## src/rtl/rom_arb_pkg.sv

```systemverilog
// Shared core definitions for the instruction/data ROM port arbiter.
// Owner encoding and the starvation limit default.
package rom_arb_pkg;

    typedef enum logic [1:0] {
        OWN_NONE = 2'd0,
        OWN_IF   = 2'd1,
        OWN_LD   = 2'd2
    } owner_e;

    localparam int STARVE_MAX_DEF = 4;
    localparam int CNT_W          = 4;

endpackage

```

## src/rtl/rom_arb_starve.sv

```systemverilog
// Fetch starvation counter: counts consecutive denied fetch cycles.
// Saturates at STARVE_MAX; starve flags the forced-fetch cycle.
module rom_arb_starve
    import rom_arb_pkg::*;
#(
    parameter int STARVE_MAX = STARVE_MAX_DEF
) (
    input  logic clk,
    input  logic rst,
    input  logic req,
    input  logic gnt,
    output logic starve
);

    localparam logic [CNT_W-1:0] MAX = CNT_W'(STARVE_MAX);

    logic [CNT_W-1:0] cnt;

    always_ff @(posedge clk) begin
        if (rst) begin
            cnt <= '0;
        end else if (!req || gnt) begin
            cnt <= '0;
        end else if (cnt != MAX) begin
            cnt <= cnt + CNT_W'(1);
        end
    end

    assign starve = (cnt == MAX);

endmodule

```

## src/rtl/rom_arb.sv

```systemverilog
// Single-port ROM arbiter between fetch and load requesters.
// Load wins by default; a starved fetch is forced through.
module rom_arb
    import rom_arb_pkg::*;
#(
    parameter int STARVE_MAX = STARVE_MAX_DEF
) (
    input  logic        clk,
    input  logic        rst,
    input  logic        if_req_i,
    input  logic [31:0] if_addr_i,
    input  logic        if_kill_i,
    output logic        if_gnt_o,
    output logic        if_rvalid_o,
    output logic [31:0] if_rdata_o,
    input  logic        ld_req_i,
    input  logic [31:0] ld_addr_i,
    output logic        ld_gnt_o,
    output logic        ld_rvalid_o,
    output logic [31:0] ld_rdata_o,
    output logic        rom_en_o,
    output logic [31:0] rom_addr_o,
    input  logic [31:0] rom_data_i
);

    owner_e owner;
    logic   starve;
    logic   if_sel;
    logic   ld_sel;

    rom_arb_starve #(
        .STARVE_MAX (STARVE_MAX)
    ) u_starve (
        .clk    (clk),
        .rst    (rst),
        .req    (if_req_i),
        .gnt    (if_gnt_o),
        .starve (starve)
    );

    assign if_sel = !rst && if_req_i && (starve || !ld_req_i);
    assign ld_sel = !rst && ld_req_i && !if_sel;

    always_comb begin
        if_gnt_o   = 1'b0;
        ld_gnt_o   = 1'b0;
        rom_addr_o = '0;
        unique case (1'b1)
            if_sel: begin
                if_gnt_o   = 1'b1;
                rom_addr_o = if_addr_i;
            end
            ld_sel: begin
                ld_gnt_o   = 1'b1;
                rom_addr_o = ld_addr_i;
            end
            default: ;
        endcase
    end

    assign rom_en_o = if_gnt_o | ld_gnt_o;

    always_ff @(posedge clk) begin
        if (rst) begin
            owner <= OWN_NONE;
        end else if (if_gnt_o) begin
            owner <= OWN_IF;
        end else if (ld_gnt_o) begin
            owner <= OWN_LD;
        end else begin
            owner <= OWN_NONE;
        end
    end

    // A kill only drops the fetch response; the ROM read itself is wasted.
    assign if_rvalid_o = !rst && (owner == OWN_IF) && !if_kill_i;
    assign ld_rvalid_o = !rst && (owner == OWN_LD);
    assign if_rdata_o  = if_rvalid_o ? rom_data_i : '0;
    assign ld_rdata_o  = ld_rvalid_o ? rom_data_i : '0;

endmodule

```

## config.mk

```make
export PLATFORM = sky130hd
export DESIGN_NAME = rom_arb
export DESIGN_NICKNAME = d
export VERILOG_FILES = /design/src/rtl/rom_arb_pkg.sv /design/src/rtl/rom_arb_starve.sv /design/src/rtl/rom_arb.sv
export SDC_FILE = /design/constraint.sdc
export NUM_CORES = 1
export LEC_CHECK = 0
export ABC_AREA = 1
export BUFFER_PORTS_ARGS = -buffer_cell sky130_fd_sc_hd__buf_2
export CAP_MARGIN = 10
export CORE_AREA = 3 3 77 79
export DETAILED_ROUTE_END_ITERATION = 12
export DIE_AREA = 0 0 80 82
export GPL_ROUTABILITY_DRIVEN = 1
export GPL_TIMING_DRIVEN = 0
export PLACE_DENSITY = 0.76
export SKIP_LAST_GASP = 1
export SLEW_MARGIN = 20
export SYNTH_ARGS = -nofsm -noshare
export SYNTH_HDL_FRONTEND = slang
export SYNTH_SLANG_ARGS = --single-unit
```

## constraint.sdc

```tcl
create_clock -name clk -period 3.7 [get_ports clk]
set_clock_uncertainty 0.15 [all_clocks]
set_input_delay 0.555 -clock clk [delete_from_list [all_inputs] [get_ports clk]]
set_output_delay 0.555 -clock clk [all_outputs]
set_load 0.01 [all_outputs]
```

## After elaboration in Yosys (flattened, before gate mapping)

Cells that the tools add are included.

| storage, ports and cells | value |
|---|---|
| bits in registers | 6 |
| input port bits | 101 |
| output and inout bits | 101 |
| word-level logic and storage cells | 32 |

| operators by class | value |
|---|---|
| $add $sub $neg | 1 |
| equality and inequality tests | 4 |
| mux-type cells | 7 |
| bitwise gates (word level) | 1 |
| reduce and logical (&&, ||, !) cells | 16 |

Operators with widths:

| kind | count |
|---|---|
| 2-to-1 mux 32 bit | 2 |
| one-hot mux 32 bit (2 select lines) | 1 |
| logical AND 1 bit | 7 |
| zero test 1 bit | 5 |
| adder 4 x 1 -> 4 bit (second input constant) | 1 |
| equality test 4 x 3 -> 1 bit (second input constant) | 1 |
| inequality test 4 x 3 -> 1 bit (second input constant) | 1 |
| OR reduction 2 bit | 2 |
| 2-to-1 mux 1 bit | 3 |
| equality test 2 x 1 -> 1 bit (second input constant) | 1 |
| equality test 2 bit (second input constant) | 1 |
| logical OR 1 bit | 2 |
| 2-to-1 mux 2 bit | 1 |
| OR 1 bit | 1 |

## Longest topological paths before layout

Gate-level depths: netlist of run 1.

| logic depth | value |
|---|---|
| depth after elaboration | 8 |
| depth in mapped cells | 8 |

## Modules after synthesis

Synthesis of run 1 repeated with hierarchy kept, for this count alone.

| unflattened totals | value |
|---|---|
| cells, all modules | 268 |
| area total of the unflattened synthesis | 1288.7 sq um |

Modules (own cells, without submodules):

| module | instances | cells each | area an instance (sq um) | seq. area each (sq um) |
|---|---|---|---|---|
| rom_arb | 1 | 231 | 1039.7 | 40.0 |
| rom_arb_starve | 1 | 37 | 249.0 | 80.1 |

## Worst setup path before layout of run 1

Ideal clock, no wire load.

| timing | value |
|---|---|
| path type | in2out |
| from | input rst |
| to | output ld_rdata_o[10] |
| data arrival time | 1410 ps |
| required time | 2995 ps |
| setup slack | 1585 ps |
| stages | 4 |
| cells stage by stage | nor3_1 -> inv_1 -> buf_2 -> nor2_1 |

| between the ends | value |
|---|---|
| cells in the longest elaborated chain, start to end | 3 |

Ends and longest elaborated chain:

| element | RTL line | source |
|---|---|---|
| start, declared | rom_arb.sv:9 | `input logic rst,` |
| zero test 1 bit | rom_arb.sv:77 | `assign ld_rvalid_o = !rst && (owner == OWN_LD);` |
| logical AND 1 bit | rom_arb.sv:77 |  |
| 2-to-1 mux 32 bit | rom_arb.sv:79 | `assign ld_rdata_o = ld_rvalid_o ? rom_data_i : '0;` |
| end, declared | rom_arb.sv:20 | `output logic [31:0] ld_rdata_o,` |

Every way passes these cells.

## Worst setup path after layout of run 1

| timing | value |
|---|---|
| from | register u_starve.cnt[0] |
| to | output rom_addr_o[16] |

| between the ends | value |
|---|---|
| cells in the longest elaborated chain, start to end | 6 |

Ends and longest elaborated chain:

| element | RTL line | source |
|---|---|---|
| start, declared | rom_arb_starve.sv:17 | `logic [CNT_W-1:0] cnt;` |
| start signal, assigned | rom_arb_starve.sv:25 | `cnt <= cnt + CNT_W'(1);` |
| equality test 4 x 3 -> 1 bit (*) | rom_arb_starve.sv:29 | `assign starve = (cnt == MAX);` |
| logical OR 1 bit (*) | rom_arb.sv:41 | `assign if_sel = !rst && if_req_i && (starve \|\| !ld_req_i);` |
| logical AND 1 bit (*) | rom_arb.sv:41 |  |
| zero test 1 bit | rom_arb.sv:42 | `assign ld_sel = !rst && ld_req_i && !if_sel;` |
| logical AND 1 bit | rom_arb.sv:42 |  |
| one-hot mux 32 bit (2 select lines) (*) | rom_arb.sv:48 | `unique case (1'b1)` |
| end, declared | rom_arb.sv:22 | `output logic [31:0] rom_addr_o,` |

Every way passes the cells marked *; elsewhere a longest branch is shown, timed or not.

==> summary by stage, run 1 <==
Routing
After detailed routing, the number of vias per cell comes to 4.16. Wires add up to 5.55 mm. After detailed routing, the average wire length per cell comes to between 10 and 15 um. In the final routing, the length of wire on met1 measures 2.11 mm. The iteration-0 DRC count of the detailed router is 18.

In this run the remaining antenna-violating nets after routing total 0. The routed layout has 2182 vias. The highest metal layer carrying signal wires in the routed design is met4. The DRC violations left is 0. The number of optimization iterations in the first detailed-route pass is 4. The met3 wirelength from detailed routing is 542 um. In the detailed route, the total length drawn on met2 is 2.87 mm.

Die
The region available for standard cell placement spans 5410 um^2. The die is around 80 um wide. For this configuration, the core starts out at a cell density of 0.217. The top-level port count is between 200 and 250.

The die covers approximately 6600 um^2. The placement row count is 27. The die span in y is 82 um.

Logic synthesis
In the synthesized netlist, the cells that appear most often are nor2_1 (70), nand2_1 (68), inv_1 (41). The largest area contributor in the synthesized netlist is nor2_1. By area, the combinational part of the netlist is dominated by simple AND/OR/NAND/NOR gates. Yosys attributes the largest share of cell area to nor2_1 (22%), nand2_1 (22%), nand3_1 (15%). The share of synthesized area in the top cell type comes to 0.224. The number of different library cells in the post-synthesis netlist is 20.

The synthesized-area fraction occupied by and/or/nand/nor cells is 0.626. The count of state elements after synthesis is 6. The count of mapped cells out of synthesis is 248. The share of the synthesized area in compound gates (AO/OA/AOI/OAI) is 0.0224. The most instantiated flip-flop cell in the synthesis netlist is dfxtp_1. The most common cell in the netlist is nor2_1. The number of nets handed over by synthesis was between 300 and 400. The proportion of synthesized area in mux cells is 0. The Yosys warning count is 0. For this run, the register share of the synthesized area comes to 0.102. Of the total synthesized cell area, the portion taken by XOR and XNOR cells is 0.0149.

The synthesized netlist occupies a cell area of ~1200 um^2. The synthesized design contains 0 enable-type register cells. Of all flip-flops after synthesis, the portion carrying an async set or reset was 0. The adder-cell share of the synthesized area is 0.0213.

A synthesized cell averages 4.73 um^2.

Timing
On the final layout, the worst hold slack is 0.324 ns. In this run the tightest slew margin relative to its limit is 0.713. The clock period minus final worst setup slack is ~2.4 ns. The final setup violation count is 0. Setup repair after global routing left no endpoint under its margin. The highest clock rate is 413 MHz. The hold violation count in the final report is 0.

In the final timing run, aggregate negative setup slack is 0 ns. The total count of max-transition violations in the final report came to 0. The post-layout worst setup margin is 1.28 ns.

Of the available clock period, the critical path in the final layout requires 0.654. At the pin with the least slew margin, the transition time is 0.430 ns.

Setup path
Data on the critical path arrives at its endpoint at 1.72 ns. The critical-path cell with the highest stage delay is dfxtp_1. Traced cell by cell, the critical path runs through inv_1 -> ha_1 -> nand3_4 -> nand2_1 -> nand2_2 -> buf_2 -> nand3_1 -> nand2_1 -> buf_2. Along the worst path, the maximum fanout reaches 10. Data on the critical path is required at its endpoint by 2.99 ns. The maximum single-stage delay on the critical path is 0.37 ns. STA classifies the critical path startpoint as a flip-flop.

By startpoint and endpoint, the worst setup path is classified as reg -> out. The worst setup path is captured at an output pin.

Clock tree
The post-cts gate resize count is 0. CTS saw 6 sinks. No sink is reached through more buffers than the 2 on the longest clock path. CTS placed an instance of clkbuf_8 at the clock tree root. The number of setup buffers added after CTS is 0. The count of hold buffers inserted by post-cts repair is 0. In this run the number of H-tree levels came out at 1. The latest clock arrival within the worst-skew pair is 0.22 ns. TritonCTS built the clock tree. The clock slew at the register clock pins of the worst setup and hold paths is 0.04 ns. The CTS buffer count is 3.

Global routing
The number of antenna violations at the first check in global routing came to 0. Across every metal layer, demand over resource in global routing totals 0.147. The first global-routing pass estimated 8.00 mm of wire.

The total overflow left after global routing is 0. Entering global routing, the biggest net connects 11 pins. The number of global-route vias before repair is roughly 1900.

Pwr
The maximum vdd ir drop is ~0.09 mV. For this design the ratio of total power to cell area is 148 nW/um^2. Summed over all cells, the static leakage comes to 1.73 nW.

Place
The placed instances occupy a cell area of 2270 um^2. The number of I/O port buffers is 201. Routability-driven placement finished with a final weighted congestion of 0.729. The setup slack after placement is 1.29 ns. The cell count after placement is 521. The placed wire-length estimate is 4.84 mm.

Layout
The number of filler cells placed in the layout is 607. The number of inserted diodes is 0. The net count reported at finish is 557. With fillers left out, the area of the finished cells amounts to 2310 um^2. In the final layout, the share of cells above drive strength 1 is 0.489. The finished layout holds approximately 520 standard cells, fillers aside.

The area overhead of the layout relative to synthesis is 96.9%.

Flow run
The number of violations of the max-capacitance limit is 0.

Worst hold path
The min-delay analysis places its worst path in the category reg -> reg.

Status
The run finished with clean final reports.
==> final timing paths <==
path / start / to / slack, ns / cells after the start
worst max-delay path: u_starve.cnt[0]$_SDFFE_PP0N_ / rom_addr_o[16] / 1.28 / 9
worst min-delay path: u_starve.cnt[0]$_SDFFE_PP0N_ / u_starve.cnt[0]$_SDFFE_PP0N_ / 0.32 / 1
worst max register to register: u_starve.cnt[1]$_SDFFE_PP0N_ / owner[1]$_SDFF_PP0_ / 2.15 / 6
worst min register to register: u_starve.cnt[0]$_SDFFE_PP0N_ / u_starve.cnt[0]$_SDFFE_PP0N_ / 0.32 / 1
==> state kept, by name (all words and copies together), names as in the netlist <==
signal / cells
owner: 2
u_starve.cnt: 4
==> power by group <==
part           leakage (nW)  total (W)  internal [W]  switching [W]
Clock                0.0216  0.0000992     0.0000700      0.0000292
Sequential           0.0489  0.0000677     0.0000667     0.00000104
Combinational          1.66   0.000176     0.0000829      0.0000932
Total                  1.73   0.000343      0.000220       0.000123
==> through the flow <==
step                utilization  total power, W
floorplan                     -        0.000148
global route              0.428        0.000369
detailed placement        0.420        0.000246
finish                    0.428        0.000343
CTS                       0.428        0.000346
global placement          0.420        0.000243
==> cells by family after synthesis <==
group / Yosys count
xor gates and xnor gates: 2
AOI/OAI and AO/OA: 3
DFF: 6
adders and majority gates: 2
buffers and inverters: 57
and+or+nand+nor: 178
==> layout make-up <==
type	count	area, um^2	share of cell area
tap	72	90.1	0.0390
clock buffer	3	41.3	0.0179
buffer	15	92.6	0.0401
sequential	6	120	0.0520
timing repair buffer	201	1010	0.435
inverter	42	158	0.0682
multi-input combinational	185	803	0.348
==> cells in the final DEF, fill, tap and decap left out, types with 2 or more instances in the layout <==
master,netlist,routed
buf_6,3,3
buf_2,8,209
a21oi_1,2,2
clkbuf_1,3,3
clkbuf_8,0,3
dfxtp_1,6,6
inv_1,41,41
ha_1,2,2
nor2_1,70,70
nand3_1,35,35
nand2_1,68,68
==> critical path: cells and delay by family, from the launching register on <==
kind	cells	cell delay, ns
adder cells (fa/ha/maj)	1	0.24
flip-flops	1	0.37
buffers and inverters	3	0.41
AND/OR/NAND/NOR	5	0.48
==> per-layer routing <==
layer	global-route usage	vias to the layer above
li1	-	1142
met3	0.0175	2
met4	0.0253	0
met1	0.164	918
met2	0.296	120
met5	0	-
(Power assumes the default switching activity.)
==> run 2: changes to the inputs <==
PLACE_DENSITY = 0.78   (was 0.76)
clock period = 1.9 ns   (was 3.7 ns; I/O delays follow)
==> summary by stage, run 2 (synthesized netlist as in run 1, its figures left out) <==
Status
Result of the run: complete, but fails checks (was complete, no violations). The final reports fail on negative setup slack.

Timing
The post-layout worst setup margin is -0.00751 ns (was 1.28 ns). The hold violation count in the final report was 0 (unchanged). RSZ-0062 raised after global routing: yes (was no). The final setup violation count came to 7 (was 0). The headroom to the max-slew limit was 0.803 (was 0.713). The measured slew at the worst slew-check pin came to 0.295 ns (was 0.430 ns). The highest clock rate is 524 MHz.

Dividing the final minimum period by the clock period gives 1.00. The total count of max-transition violations in the final report was 0 (unchanged). The final setup TNS is -0.0268 ns (was 0 ns). The worst path in the final design needs a cycle of 1.91 ns, including I/O delays and setup.

Setup path
The kind of end point of the critical path is an output pin (unchanged). The reg-to-reg startpoint is u_starve.cnt[0]$_SDFFE_PP0N_ (was u_starve.cnt[1]$_SDFFE_PP0N_). The startpoint type of the worst setup path is a flip-flop (unchanged).

The data required time at the worst endpoint is 1.46 ns (was 2.99 ns). The signal arrival time at the worst endpoint was 1.47 ns (was 1.72 ns). The worst setup path startpoint is u_starve.cnt[0]$_SDFFE_PP0N_ (unchanged).

The largest driver fanout on the critical path is 6 (was 10). The worst-case reg-to-reg path depth is 7 (was 6). The capture instance of the worst register-to-register path is owner[1]$_SDFF_PP0_ (unchanged). The slack of the worst reg-to-reg path is 0.59 ns (was 2.15 ns).

The kind of critical path is reg -> out (unchanged).

Place
The instance area after placement was 2270 um^2 (unchanged). The placed wire-length estimate is 4.67 mm (was 4.84 mm). The cell count after placement is 521 (unchanged). The number of I/O port buffers is 201 (unchanged). The routability congestion estimate is 0.737 (was 0.729).

Flow run
The number of violations of the max-capacitance limit is 0 (unchanged).

Global routing
The number of global-route vias before repair is 1901 (was 1872). The sum of overflow across all layers after global routing came to 0 (unchanged). The global-route total usage across every layer is 0.152 (was 0.147).

The first-pass GRT wire length is 8.17 mm (was 8.00 mm). The pin count of the biggest net entering global routing is 11 (unchanged). The number of antenna violations at the first check in global routing is 0 (unchanged).

Clock tree
The latest clock arrival within the worst-skew pair is 0.22 ns (about the same). The clock sink count is 6 (unchanged). The number of levels the H-tree was split into is 1 (unchanged).

The CTS buffer count came to 3 (unchanged). The master cell of the clock root buffer is clkbuf_8 (unchanged). The maximum clock path buffer count is 2 (unchanged).

The CTS tree is built (unchanged). The clock slew at the register clock pins of the worst setup and hold paths is 0.03 ns (was 0.04 ns).

Pwr
The proportion of power drawn by the clock network was 0.264 (was 0.289). The leakage power figure was 1.84 nW (was 1.73 nW). The share of total power in combinational logic is 0.548 (was 0.513). The internal power came to 0.000452 W (was 0.000220 W). The switching power was 0.000250 W (was 0.000123 W). The sequential cell fraction of total power is 0.189 (was 0.197). The power density normalized to cell area is 275 nW/um^2 (was 148 nW/um^2). The switching share of total power was 0.356 (was 0.360).

The maximum vdd ir drop is 0.322 mV (was 0.0883 mV).

Layout
Leading registers by flop count: u_starve.cnt x4, owner x2 (unchanged). The number of inserted diodes is 0 (unchanged). The net count reported at finish came to 569 (was 557). The area overhead of the layout relative to synthesis was 117% (was 96.9%).

The number of standard cells in the final layout excluding fillers is 536 (was 524). The most common cell after layout, fill and taps aside is buf_2 (unchanged). Commonest cells after routing, fill and taps aside: buf_2 (206), nor2_1 (70), nand2_1 (44) (was buf_2 (209), nor2_1 (70), nand2_1 (68)). The largest register by flop count is u_starve.cnt (unchanged). The number of flip-flops under the largest register name is 4 (unchanged). The final design utilization is 0.471 (was 0.428).

The proportion of layout cells with a drive suffix above 1 is 0.578 (was 0.489). The total non-filler cell area in the finished layout is 2550 um^2 (was 2310 um^2).

Routing
The total wirelength of the detailed-routed design was 5.74 mm (was 5.55 mm). The DRC violations left is 0 (unchanged). The routed length per instance came to 10.7 um (was 10.6 um). The number of optimization iterations in the first detailed-route pass came to 4 (unchanged). The residual antenna-violating net count after detailed routing was 0 (unchanged). The number of vias per cell after detailed routing is 4.24 (was 4.16). The total number of vias is 2270 (was 2182). The iteration-0 DRC count of the detailed router is 31 (was 18).

Die
The overall die area is 6560 um^2 (unchanged). The core area is 5410 um^2 (unchanged). The die span in y is 82 um (unchanged). The initial standard-cell utilization of the core is 0.217 (unchanged).

The placement row count is 27 (unchanged). The top-level port count is 202 (unchanged). The die extent in x is 80 um (unchanged).

Worst hold path
The worst hold path depth was 2 (was 1). The endpoint of the worst hold path is owner[0]$_SDFF_PP0_ (was u_starve.cnt[0]$_SDFFE_PP0N_). The class of the worst hold path was in -> reg (was reg -> reg). The startpoint of the tightest hold check path was ld_req_i (was u_starve.cnt[0]$_SDFFE_PP0N_).
==> run 2: cell count changes in the layout (fill, tap and decap cells not counted), sizes merged <==
| cell | delta |
|---|---|
| buf | +13 |
| clkbuf | -1 |
==> run 2: routing by layer <==
metal / GRT usage / wire [um]
met5: 0 / 0
met4: 0.0524 / 103
met3: 0.0274 / 557
met2: 0.299 / 2990
met1: 0.161 / 2090
==> run 2: power groups by stage <==
stage / Clock (W) / Sequential [W] / Combinational [W]
global route: 0.000201 / 0.000133 / 0.000427
finish: 0.000185 / 0.000132 / 0.000384
global placement: 0 / 0.000134 / 0.000339
detailed placement: 0 / 0.000134 / 0.000343
floorplan: 0 / 0.000133 / 0.000155
CTS: 0.000192 / 0.000132 / 0.000373
==> run 2: cell type report <==
| class | instances | area, um^2 |
|---|---|---|
| Buffer | 15 | 113 |
| Clock buffer | 3 | 41.3 |
| Fill cell | 555 | 2860 |
| Inverter | 42 | 158 |
| Multi-Input combinational cell | 185 | 896 |
| Sequential cell | 6 | 123 |
| Tap cell | 72 | 90.1 |
| Timing Repair Buffer | 213 | 1130 |
==> run 2: what timing repair did <==
| action | in CTS | in global routing |
|---|---|---|
| buffers inserted | 7 | 1 |
| hold buffers | 0 | 0 |
| cloned | 3 | 1 |
| pin swaps | 23 | 14 |
| endpoints found under the setup margin | 35 | 63 |
| gates resized for setup | 36 | 22 |
==> run 2: worst max-delay path by stage <==
stage / end / slack (ns) / depth (start not counted)
floorplan: rom_addr_o[14] / 0.24 / 8
global placement: rom_addr_o[7] / 0.003 / 9
detailed placement: rom_addr_o[7] / -0.03 / 9
CTS: rom_addr_o[30] / -0.04 / 9
global route: rom_addr_o[22] / -0.09 / 9
finish: rom_addr_o[1] / -0.008 / 9
==> run 2: critical path, cell delays in order (launching register included) <==
cell and delay [ns]:
dfxtp_2 0.31, inv_2 0.06, ha_4 0.14, nand3_4 0.08, a21oi_4 0.15, buf_6 0.15
buf_6 0.14, nand2_2 0.04, nand2_1 0.05, buf_2 0.12
==> run 2: stage by stage <==
step | hold WS (ns) | worst slack [ns] | power (W)
finish | 0.210 | -0.00751 | 0.000701
global route | 0.236 | -0.0889 | 0.000761
CTS | 0.200 | -0.0405 | 0.000697
detailed placement | 0.304 | -0.0333 | 0.000476
global placement | 0.292 | 0.00313 | 0.000473
floorplan | 0.231 | 0.238 | 0.000289
==> run 3: changes to the inputs <==
PLACE_DENSITY = 0.76   (was 0.78)
RECOVER_POWER = 25   (was not set)
clock period = 2.24 ns   (was 1.9 ns; I/O delays follow)
==> summary by stage, run 3 (synthesized netlist as in run 1, its figures left out) <==
Setup path
The reg-to-reg startpoint was u_starve.cnt[0]$_SDFFE_PP0N_ (unchanged). The signal arrival time at the worst endpoint came to 1.67 ns (was 1.47 ns). The capture instance of the worst register-to-register path is owner[1]$_SDFF_PP0_ (unchanged). The largest driver fanout on the critical path is 10 (was 6). The worst setup path startpoint is u_starve.cnt[0]$_SDFFE_PP0N_ (unchanged).

The kind of end point of the critical path is an output pin (unchanged). The termination of the worst setup path is rom_addr_o[13] (was rom_addr_o[1]). The slack of the worst reg-to-reg path is 0.74 ns (was 0.59 ns). The startpoint type of the worst setup path is a flip-flop (unchanged). The data required time at the worst endpoint came to 1.75 ns (was 1.46 ns). The worst-case reg-to-reg path depth is 6 (was 7).

The kind of critical path is reg -> out (unchanged).

Timing
Of the available clock period, the critical path in the final layout requires 0.962. Static timing analysis puts the maximum clock frequency at 464 MHz. The hold violation count in the final report is 0 (unchanged). The headroom to the max-slew limit is 0.705 (was 0.803). Subtracting the final worst setup slack from the clock period gives 2.15 ns.

The total count of max-transition violations in the final report came to 0 (unchanged). The measured slew at the worst slew-check pin is 0.442 ns (was 0.295 ns). The final setup violation count was 0 (was 7).

Worst hold path
The class of the worst hold path is in -> reg (unchanged). The worst hold path depth was 2 (unchanged).

Layout
The number of filler cells placed in the layout is 600 (was 555). The number of inserted diodes is 0 (unchanged). The area overhead of the layout relative to synthesis was 101% (was 117%). Commonest cells after routing, fill and taps aside: buf_2 (207), nor2_1 (70), nand2_1 (68) (was buf_2 (206), nor2_1 (70), nand2_1 (44)).

The number of flip-flops under the largest register name is 4 (unchanged). Leading registers by flop count: u_starve.cnt x4, owner x2 (unchanged). The final design utilization is 0.436 (was 0.471).

The area occupied by registers is 121 um^2 (was 123 um^2). The proportion of layout cells with a drive suffix above 1 came to 0.495 (was 0.578). The net count reported at finish is 560 (was 569). The most common cell after layout, fill and taps aside is buf_2 (unchanged).

The total non-filler cell area in the finished layout was 2360 um^2 (was 2550 um^2). The total area of multi-input combinational cells was 808 um^2 (was 896 um^2). The largest register by flop count is u_starve.cnt (unchanged).

Place
The number of I/O port buffers came to 201 (unchanged). The placed wire-length estimate was 4.84 mm (was 4.67 mm). The routability congestion estimate is 0.729 (was 0.737). The instance area after placement came to 2270 um^2 (unchanged).

Clock tree
The CTS buffer count is 3 (unchanged). The number of levels the H-tree was split into is 1 (unchanged). The clock sink count is 6 (unchanged).

The master cell of the clock root buffer is clkbuf_8 (unchanged). The maximum clock path buffer count was 2 (unchanged). The clock slew at the register clock pins of the worst setup and hold paths was 0.04 ns (was 0.03 ns). The latest clock arrival within the worst-skew pair is 0.22 ns (about the same). The CTS tree is built (unchanged).

The count of hold buffers inserted by post-cts repair is 0 (unchanged).

Routing
The iteration-0 DRC count of the detailed router is 20 (was 31). The residual antenna-violating net count after detailed routing is 0 (unchanged). The routed length per instance is 10.6 um (was 10.7 um).

The DRC violations left is 0 (unchanged). The total wirelength of the detailed-routed design is 5.59 mm (was 5.74 mm). The number of vias per cell after detailed routing is 4.17 (was 4.24). The total number of vias is 2199 (was 2270). The number of optimization iterations in the first detailed-route pass came to 4 (unchanged).

Pwr
The overall power came to 0.000574 W (was 0.000701 W). The switching share of total power was 0.359 (was 0.356). The sequential cell fraction of total power came to 0.195 (was 0.189).

The proportion of power drawn by the clock network is 0.287 (was 0.264). The switching power is 0.000206 W (was 0.000250 W). The maximum vdd ir drop is 0.146 mV (was 0.322 mV). The share of total power in combinational logic is 0.518 (was 0.548). The internal power is 0.000368 W (was 0.000452 W). The leakage power figure is 1.76 nW (was 1.84 nW). The power density normalized to cell area was 244 nW/um^2 (was 275 nW/um^2).

Global routing
The global-route total usage across every layer is 0.147 (was 0.152). The layer with the highest usage after global routing is met2 (unchanged). The number of global-route vias before repair is 1872 (was 1901). The number of antenna violations at the first check in global routing came to 0 (unchanged).

The first-pass GRT wire length is 8.00 mm (was 8.17 mm). The pin count of the biggest net entering global routing is 11 (unchanged). The global routing met3 resource utilization is 0.0175 (was 0.0274).

The sum of overflow across all layers after global routing is 0 (unchanged). The met2 usage in global routing is 0.296 (was 0.299). The global routing met1 resource utilization is 0.164 (was 0.161).

Die
The initial standard-cell utilization of the core is 0.217 (unchanged). The die span in y is 82 um (unchanged). The core area came to 5410 um^2 (unchanged).

The overall die area is 6560 um^2 (unchanged). The die extent in x is 80 um (unchanged). The placement row count was 27 (unchanged). The top-level port count is 202 (unchanged).

Flow run
The number of violations of the max-capacitance limit is 0 (unchanged).

Status
Result of the run: complete, no violations (was complete, but fails checks).
-- run 3: cell count changes in the layout (fill, tap and decap cells not counted), moves of 4 or more --
| cell | change |
|---|---|
| nand2_1 | +24 |
| buf_4 | -4 |
| buf_6 | -7 |
| nand2_2 | -23 |
-- run 3: area by class of cell --
cell class	instances	area share
repair buffers	204	0.437
well taps	72	0.0382
flip-flops and latches	6	0.0515
inverters	42	0.0669
multi-input cells	185	0.343
clock buffers	3	0.0175
plain buffers	15	0.0462
-- run 3: critical path, cell delays in order (launching register included) --
cell and delay [ns]:
dfxtp_1 0.33, inv_1 0.06, ha_1 0.21, nand3_4 0.12
a21oi_4 0.28, buf_6 0.18, nand2_1 0.05, nand2_1 0.08
buf_2 0.13
-- run 3: metrics by stage --
| stage | TNS [ns] | std cells | setup slack, ns | hold slack (ns) |
|---|---|---|---|---|
| global route | -0.00289 | 527 | -0.00289 | 0.283 |
| CTS | 0 | 524 | 0.0226 | 0.255 |
| floorplan | 0 | 248 | 0.527 | 0.280 |
| finish | 0 | 527 | 0.0851 | 0.253 |
| global placement | 0 | 521 | 0.266 | 0.295 |
| detailed placement | 0 | 521 | 0.254 | 0.319 |
-- run 3: how the worst min path moves through the flow --
stage,end,startpoint
after global placement,u_starve.cnt[0]$_SDFFE_PP0N_,u_starve.cnt[0]$_SDFFE_PP0N_
after floorplan,u_starve.cnt[0]$_SDFFE_PP0N_,u_starve.cnt[0]$_SDFFE_PP0N_
after CTS,owner[0]$_SDFF_PP0_,ld_req_i
after global routing,owner[0]$_SDFF_PP0_,ld_req_i
final,owner[0]$_SDFF_PP0_,ld_req_i
after detailed placement,u_starve.cnt[0]$_SDFFE_PP0N_,u_starve.cnt[0]$_SDFFE_PP0N_
-- run 3: power by group through the flow --
stage	clock [W]	sequential, W	combinational (W)
final	0.000165	0.000112	0.000297
after global routing	0.000171	0.000112	0.000334
after CTS	0.000167	0.000112	0.000294
after detailed placement	0	0.000114	0.000293
after global placement	0	0.000113	0.000288
after floorplan	0	0.000113	0.000132
-- run 3: layer usage --
layer  share of wire  wire length, um
met2            0.52             2890
met1            0.38             2130
met3           0.099              553
met5               0                0
met4          0.0030               17
-- run 3: timing repair --
action | in CTS | in global routing
endpoints found under the setup margin | 0 | 29
setup buffers | 0 | 3
gates resized for setup | 0 | 9
